===== config.mk =====
export PLATFORM = sky130hd
export DESIGN_NAME = cla_seq_ctrl_flat
export DESIGN_NICKNAME = d
export VERILOG_FILES = /design/src/rtl/cla_seq_ctrl_if.sv /design/src/rtl/cla_seq_ctrl.sv /design/src/flat_wrapper.sv
export SDC_FILE = /design/constraint.sdc
export NUM_CORES = 1
export LEC_CHECK = 0
export CAP_MARGIN = 20
export CORE_UTILIZATION = 35
export CTS_BUF_LIST = sky130_fd_sc_hd__clkbuf_8
export DETAILED_ROUTE_END_ITERATION = 8
export PLACE_DENSITY_LB_ADDON = 0.12
export SETUP_SLACK_MARGIN = 0.3
export SLEW_MARGIN = 20
export SYNTH_ARGS = -nofsm -noshare
export SYNTH_HDL_FRONTEND = slang
export SYNTH_SLANG_ARGS = --single-unit

===== constraint.sdc =====
create_clock -name clk -period 3.74 [get_ports clk]
set_input_delay 0.374 -clock clk [delete_from_list [all_inputs] [get_ports clk]]
set_output_delay 0.374 -clock clk [all_outputs]
set_load 0.05 [all_outputs]

===== src/rtl/cla_seq_ctrl_if.sv =====
// Request/result bundle for the sequenced CLA adder.
// ovf exists only when CLA_SEQ_OVF_EN is defined.
interface cla_seq_ctrl_if #(
   parameter int OP_W = 16
);
   logic            start;
   logic [OP_W-1:0] a;
   logic [OP_W-1:0] b;
   logic            cin;
   logic            busy;
   logic            done;
   logic [OP_W-1:0] sum;
   logic            cout;
   logic            grp_p;
`ifdef CLA_SEQ_OVF_EN
   logic            ovf;
`endif

   modport master (
      output start, a, b, cin,
      input  busy, done, sum, cout, grp_p
`ifdef CLA_SEQ_OVF_EN
      , input ovf
`endif
   );

   modport slave (
      input  start, a, b, cin,
      output busy, done, sum, cout, grp_p
`ifdef CLA_SEQ_OVF_EN
      , output ovf
`endif
   );
endinterface


===== src/rtl/cla_seq_ctrl.sv =====
// Multi-precision adder: one SLICE_W-bit CLA slice reused per chunk.
// Optional signed-overflow output enabled by CLA_SEQ_OVF_EN.
module cla_seq_ctrl #(
   parameter int SLICE_W    = 4,
   parameter int NUM_SLICES = 4
) (
   input  logic          clk,
   input  logic          rst,
   cla_seq_ctrl_if.slave bus
);
   localparam int OP_W  = SLICE_W * NUM_SLICES;
   localparam int IDX_W = (NUM_SLICES > 1) ? $clog2(NUM_SLICES) : 1;

   typedef enum logic [1:0] {IDLE, RUN, DONE} state_t;

   state_t state, state_nx;

   logic [OP_W-1:0]    a_r, b_r, sum_r;
   logic [IDX_W-1:0]   idx;
   logic               carry, acc, cout_r, grp_r;
   logic               accept, last;
   logic [SLICE_W-1:0] sa, sb, sp, sg, ss;
   logic [SLICE_W:0]   sc;
   logic               pr;

   // Lookahead carries: c[i+1] = g[i] | p[i]g[i-1] | ... | p[i..0]cin
   always_comb begin
      sa = a_r[idx*SLICE_W +: SLICE_W];
      sb = b_r[idx*SLICE_W +: SLICE_W];
      sp = sa ^ sb;
      sg = sa & sb;
      sc = '0;
      pr = 1'b0;
      sc[0] = carry;
      for (int i = 0; i < SLICE_W; i++) begin
         sc[i+1] = sg[i];
         pr = sp[i];
         for (int j = i - 1; j >= 0; j--) begin
            sc[i+1] = sc[i+1] | (pr & sg[j]);
            pr = pr & sp[j];
         end
         sc[i+1] = sc[i+1] | (pr & carry);
      end
      ss = sp ^ sc[SLICE_W-1:0];
   end

   assign last = (idx == IDX_W'(NUM_SLICES - 1));

   always_ff @(posedge clk or posedge rst) begin
      if (rst) state <= IDLE;
      else     state <= state_nx;
   end

   always_comb begin
      state_nx = state;
      accept   = 1'b0;
      unique case (state)
         IDLE: begin
            if (bus.start) begin
               accept   = 1'b1;
               state_nx = RUN;
            end
         end
         RUN: begin
            if (last) state_nx = DONE;
         end
         DONE: begin
            accept   = bus.start;
            state_nx = bus.start ? RUN : IDLE;
         end
         default: state_nx = IDLE;
      endcase
   end

   always_ff @(posedge clk or posedge rst) begin
      if (rst) begin
         a_r    <= '0;
         b_r    <= '0;
         sum_r  <= '0;
         idx    <= '0;
         carry  <= 1'b0;
         acc    <= 1'b0;
         cout_r <= 1'b0;
         grp_r  <= 1'b0;
      end else if (accept) begin
         a_r    <= bus.a;
         b_r    <= bus.b;
         sum_r  <= '0;
         idx    <= '0;
         carry  <= bus.cin;
         acc    <= 1'b1;
         cout_r <= 1'b0;
         grp_r  <= 1'b0;
      end else if (state == RUN) begin
         sum_r[idx*SLICE_W +: SLICE_W] <= ss;
         carry <= sc[SLICE_W];
         acc   <= acc & (&sp);
         idx   <= last ? '0 : idx + 1'b1;
         if (last) begin
            cout_r <= sc[SLICE_W];
            grp_r  <= acc & (&sp);
         end
      end
   end

`ifdef CLA_SEQ_OVF_EN
   logic ovf_r;

   // Signed overflow: carry into MSB differs from carry out of MSB
   always_ff @(posedge clk or posedge rst) begin
      if (rst)                        ovf_r <= 1'b0;
      else if (accept)                ovf_r <= 1'b0;
      else if (state == RUN && last)  ovf_r <= sc[SLICE_W-1] ^ sc[SLICE_W];
   end

   assign bus.ovf = ovf_r;
`endif

   assign bus.busy  = (state == RUN);
   assign bus.done  = (state == DONE);
   assign bus.sum   = sum_r;
   assign bus.cout  = cout_r;
   assign bus.grp_p = grp_r;
endmodule

===== src/flat_wrapper.sv =====
// flat-port wrapper written by rule: the top's interface ports become plain ports
module cla_seq_ctrl_flat 
#(
   parameter int SLICE_W    = 4,
   parameter int NUM_SLICES = 4
)
  (clk, rst, bus_start, bus_a, bus_b, bus_cin, bus_busy, bus_done, bus_sum, bus_cout, bus_grp_p);
  cla_seq_ctrl_if bus_i ();
  input  logic clk;
  input  logic rst;
  input wire logic [$bits(bus_i.start)-1:0] bus_start;
  input wire logic [$bits(bus_i.a)-1:0] bus_a;
  input wire logic [$bits(bus_i.b)-1:0] bus_b;
  input wire logic [$bits(bus_i.cin)-1:0] bus_cin;
  output wire logic [$bits(bus_i.busy)-1:0] bus_busy;
  output wire logic [$bits(bus_i.done)-1:0] bus_done;
  output wire logic [$bits(bus_i.sum)-1:0] bus_sum;
  output wire logic [$bits(bus_i.cout)-1:0] bus_cout;
  output wire logic [$bits(bus_i.grp_p)-1:0] bus_grp_p;
  assign bus_i.start = bus_start;
  assign bus_i.a = bus_a;
  assign bus_i.b = bus_b;
  assign bus_i.cin = bus_cin;
  assign bus_busy = bus_i.busy;
  assign bus_done = bus_i.done;
  assign bus_sum = bus_i.sum;
  assign bus_cout = bus_i.cout;
  assign bus_grp_p = bus_i.grp_p;
  cla_seq_ctrl #(.SLICE_W(SLICE_W), .NUM_SLICES(NUM_SLICES)) u_core (.clk(clk), .rst(rst), .bus(bus_i));
endmodule

**Word level (Yosys, flattened, before mapping)**

Index checks and enable logic that the tools add are counted.
W data, S select, Z words.

- Word-level logic and storage cells: 78
- Flip-flop bits (word level): 56
- Bits of input ports: 36
- Output and inout port bits: 20

- Shift-type cells: 4
- Reduce and logical (&&, ||, !) cells: 6
- Multiplexer cells: 22
- $add $sub $neg: 2
- Bitwise gates (word level): 30
- Equality and inequality tests: 5

Operators with widths:

| kind | number |
|---|---|
| $neg A4 Y34 | 1 |
| $shift A4 B34 Y16 const A | 1 |
| $shiftx A4 B34 Y16 | 1 |
| $mux W16 | 2 |
| $shiftx A16 B5 Y4 | 2 |
| $and A1 B1 Y1 | 17 |
| $bwmux W16 | 1 |
| $mux W1 | 12 |
| $mux W2 | 5 |
| $or A1 B1 Y1 | 10 |
| $xor A4 B4 Y4 | 2 |
| $pmux W2 S3 | 1 |
| $and A4 B4 Y4 | 1 |
| $eq A2 B2 Y1 const B | 2 |
| $reduce_and A2 Y1 | 2 |
| $reduce_and A4 Y1 | 1 |
| $reduce_bool A2 Y1 | 2 |
| $add A2 B1 Y2 const B | 1 |
| $eq A2 B1 Y1 const B | 1 |
| $logic_not A2 Y1 | 1 |
| $ne A2 B1 Y1 const B | 1 |
| $ne A2 B2 Y1 const B | 1 |
| $pmux W1 S2 | 1 |

**Depth between registers and ports, before layout**

- Word-level depth: 11
- Depth in mapped cells: 8
- Depth with buffers taken out: 6

**Least setup slack after synthesis**

OpenSTA, ideal clock, no wires.

- Path type: register to register
- Start point: reg u_core.idx[0]
- End point: reg u_core.sum_r[11], in the netlist u_core.bus.sum[11]
- Arrival: 2.491 ns
- Data required time: 3.619 ns
- Library setup time: 0.121 ns
- Cell stages (with the launch flop): 9
- Path buffers: 2
- Clock period less this slack: 2.612 ns
- Path slack: 1.128 ns
- Path through: dfrtp_1 > clkbuf_2 > buf_6 > mux4_2 > ha_1 > and3_1 > a221o_1 > xor2_1 > a22o_1

- Cells in the longest elaborated chain, start to end: 11
- Elaborated cells on any way between the ends: 26
- Those cells by class: add/sub: 1; shift: 4; mux: 3; bitwise: 18

RTL lines:

| element | line | text |
|---|---|---|
| start, declared | cla_seq_ctrl.sv:19 | `logic [IDX_W-1:0] idx;` |
| start signal, assigned | cla_seq_ctrl.sv:98 | `idx <= last ? '0 : idx + 1'b1;` |
| $shiftx A16 B5 Y4 (on tied branches) | cla_seq_ctrl.sv:28, cla_seq_ctrl.sv:29 |  |
| $xor A4 B4 Y4 or $and A4 B4 Y4 (tied branches) | cla_seq_ctrl.sv:30, cla_seq_ctrl.sv:31 |  |
| $and A1 B1 Y1 (on tied branches) | cla_seq_ctrl.sv:39, cla_seq_ctrl.sv:40 |  |
| $or A1 B1 Y1 (tied with other cells) | cla_seq_ctrl.sv:39 | `sc[i+1] = sc[i+1] \| (pr & sg[j]);` |
| $or A1 B1 Y1 or $and A1 B1 Y1 (tied branches) | cla_seq_ctrl.sv:39, cla_seq_ctrl.sv:42 |  |
| $or A1 B1 Y1 | cla_seq_ctrl.sv:42 | `sc[i+1] = sc[i+1] \| (pr & carry);` |
| $xor A4 B4 Y4 | cla_seq_ctrl.sv:44 | `ss = sp ^ sc[SLICE_W-1:0];` |
| $shiftx A4 B34 Y16 | cla_seq_ctrl.sv:95 | `sum_r[idx*SLICE_W +: SLICE_W] <= ss;` |
| $bwmux W16 (*) | cla_seq_ctrl.sv:95 |  |
| $mux W16 (*) | cla_seq_ctrl.sv:94 | `end else if (state == RUN) begin` |
| $mux W16 (*) | cla_seq_ctrl.sv:85 | `end else if (accept) begin` |
| end signal, assigned by index | cla_seq_ctrl.sv:95 |  |
| end, declared | cla_seq_ctrl.sv:18 | `logic [OP_W-1:0] a_r, b_r, sum_r;` |

Every way passes the cells marked *; elsewhere a longest branch is shown, timed or not. The select of a mux whose other input is x is not followed.
A chain may end at the register's enable or synchronous reset.

**Worst setup path after layout**

Ends and elaborated chain as after synthesis.

==> metrics.cfg <==
[floorplan]
die_w_um=88.36
dieArea_um2=7807
core-area_um2=7214
rows=31
dieHeight_um=88.36
pin_count=56
initial_core_util_pct=36.18

[worst_setup_path]
crit_family=flip-flops
crit_path_max_incr_delay_ps=870
cp_max_fo=16
reg2reg_to=u_core.bus.sum[11]$_DFFE_PP0P_
regToRegSetupSlack_ps=780
cp_slowest_cell=dfrtp_1
critPathRequiredTime_ps=3990
worstSetupPathDepth=6
worstReg2RegStart=u_core.idx[0]$_DFFE_PP0P_
path_buf_inv=0
crit_path_end=u_core.bus.sum[11]$_DFFE_PP0P_
worstPathArrival_ps=3210
r2r_cells=6
startpoint_type=flip-flop
cp-end-kind=flip-flop
cp_cell_sequence=mux4_2, ha_1, and3_1, a221o_1, xor2_1, a22o_1
critPathKind=reg -> reg
crit_start=u_core.idx[0]$_DFFE_PP0P_

[clocking]
cts_buffers=5
cts_sinks=56
clkTransAtPathRegs_ps=110
clk_latency_ps=320
root_buffer=clkbuf_8
htreeDepth=2
ctsResizeCount=0
tritoncts=yes
postCtsSetupRepairBufs=0
clock_path_buffers=2
cts_hold_buf=0

[drt]
route.detailed.drc=0
vias=1930
drtIter0Drc=66
routed_wl_mm=5.497
wl_per_cell_um=13.51
ant_nets=0
vias_per_cell=4.742
firstDrtPassIters=4

[flow_run]
max_cap_violations=0

[logic_synthesis]
yosys-top-cells-count=105 x nand2_1, 56 x dfrtp_1, 16 x a22o_1
synth_edf_count=0
yosys.cell_count.top_type=nand2_1
ys_async_sr_fraction_pct=100.0
ys.flop_type=dfrtp_1
yosysTopAreaCell=dfrtp_1
syn_avg_cell_area_um2=10.28
synthTopCellsByArea=dfrtp_1 54%, nand2_1 15%, mux4_2 6.9%, a22o_1 5.4%, ha_1 4.3%
ys_warn_count=0
syn_inst=254
mappedNetlistArea_um2=2610
synth_top_area_share_pct=53.69
ys_seq_elements=56
yosysSeqAreaShare_pct=53.69
syn-num-nets=300
synth.distinct_cells=34

[sta]
setup_tns_ps=0
slew_viol_final=0
worst_slack_ps=781.7
rsz0062_at_grt=false
hold_viol=0
setup_viol=0
fin_crit_sh_pct=79.10
period_needed_ps=2958
worst_slew_pin_slew_ps=798.2
skew_ps=17.31
relSlewSlack_pct=46.55
fmax_mhz=338.0

[placement]
dpl_worst_slack_ps=763.4
place_congestion=0.7891
hpwl_mm=4.130
dp_cells=399
port_buffers=55
postPlaceCellArea_um2=3247

[finish]
final_nets=353
seqCellArea_um2=1401
multiInputGateArea_um2=1122
layout-drive-gt1-share_pct=8.442
fillerInstances=716
diodes=0
final-instance-count-excl-fill=407
area_delta_synth_final_pct=29.05
design_area_um2=3368

[outcome]
status=finished, final reports clean

[grt]
grt_pass1_wl_mm=9.335
gr-total-overflow=0
grt_pass1_vias=1958
grt_usage_pct=15.73
antenna_found_initial=0
grt_max_degree=33

[power]
powerDensity_nw_per_um2=917.8
ir_drop_uv=325.2
p_total_mw=3.091
cellLeakagePower_nw=1.607

[hold_path]
hp-class=in -> async

## layout by cell type, fill, tap and decap left out, types with 2 or more instances in the layout
master and count:
nor3_1 3, nand2b_1 2, clkbuf_8 6, xnor2_1 2
mux2_2 2, a22o_1 16, inv_1 6, ha_1 9
dfrtp_1 56, nand2_1 105, clkdlybuf4s50_1 55, a21oi_1 7
nor2_1 5, nand3_1 2, buf_4 3, mux4_2 8
o21ai_0 3
## cells by family (layout without fill, tap and decap cells)
logic type / after synthesis / count (layout) / share of synthesized area [%]
buf+inv: 19 / 73 / 3.404
mux: 10 / 10 / 7.766
simple gates: 123 / 123 / 19.70
xor+xnor: 3 / 3 / 1.007
flops: 56 / 56 / 53.69
fa+ha+maj: 10 / 10 / 5.082
compound gates: 33 / 33 / 9.348
## final cells by class
cell class	count	share of cell area (%)
clock inverter	2	1.152
multi-input combinational	179	33.32
inverter	7	0.7801
timing repair buffer	58	17.01
clock buffer	6	2.452
tap	99	3.678
sequential	56	41.60
## power breakdown
part | total, mW | internal (mW) | switching (mW)
registers | 1.07 | 0.853 | 0.213
clock network | 0.418 | 0.219 | 0.198
logic | 1.61 | 0.663 | 0.945
## registers in the layout, indices dropped and copies added, names as in the netlist
| signal | flops |
|---|---|
| u_core.state | 2 |
| u_core.bus.cout | 1 |
| u_core.acc | 1 |
| u_core.bus.sum | 16 |
| u_core.bus.grp_p | 1 |
| u_core.b_r | 16 |
| u_core.a_r | 16 |
| u_core.carry | 1 |
| u_core.idx | 2 |
## through the flow
step / hold WS, ps / util (%)
2_1_floorplan: 440.3 / -
3_3_place_gp: 458.3 / 45.01
3_5_place_dp: 457.9 / 45.01
4_1_cts: 416.2 / 46.69
5_1_grt: 426.3 / 46.69
6_report: 399.4 / 46.69
## how the worst min path moves through the flow
stage                                                end  slack (ps)                  startpoint  cells after the start
final                      u_core.bus.sum[1]$_DFFE_PP0P_         400                         rst                      2
after global routing      u_core.bus.sum[12]$_DFFE_PP0P_         430                         rst                      2
after CTS                 u_core.bus.sum[12]$_DFFE_PP0P_         420                         rst                      2
after detailed placement       u_core.b_r[5]$_DFFE_PP0P_         460   u_core.b_r[5]$_DFFE_PP0P_                      2
after global placement         u_core.b_r[6]$_DFFE_PP0P_         460   u_core.b_r[6]$_DFFE_PP0P_                      2
after floorplan               u_core.a_r[10]$_DFFE_PP0P_         440  u_core.a_r[10]$_DFFE_PP0P_                      2
## routing by layer
layer / part of all wire (%) / routed length, um / GRT usage, % / vias to the layer above
met5: 0 / 0 / 0 / -
met4: 0.62 / 34 / 4.252 / 0
met3: 4.3 / 237 / 3.825 / 4
met2: 47 / 2607 / 25.03 / 54
met1: 48 / 2617 / 21.55 / 924
li1: - / - / - / 948
(Power assumes the default switching activity.)
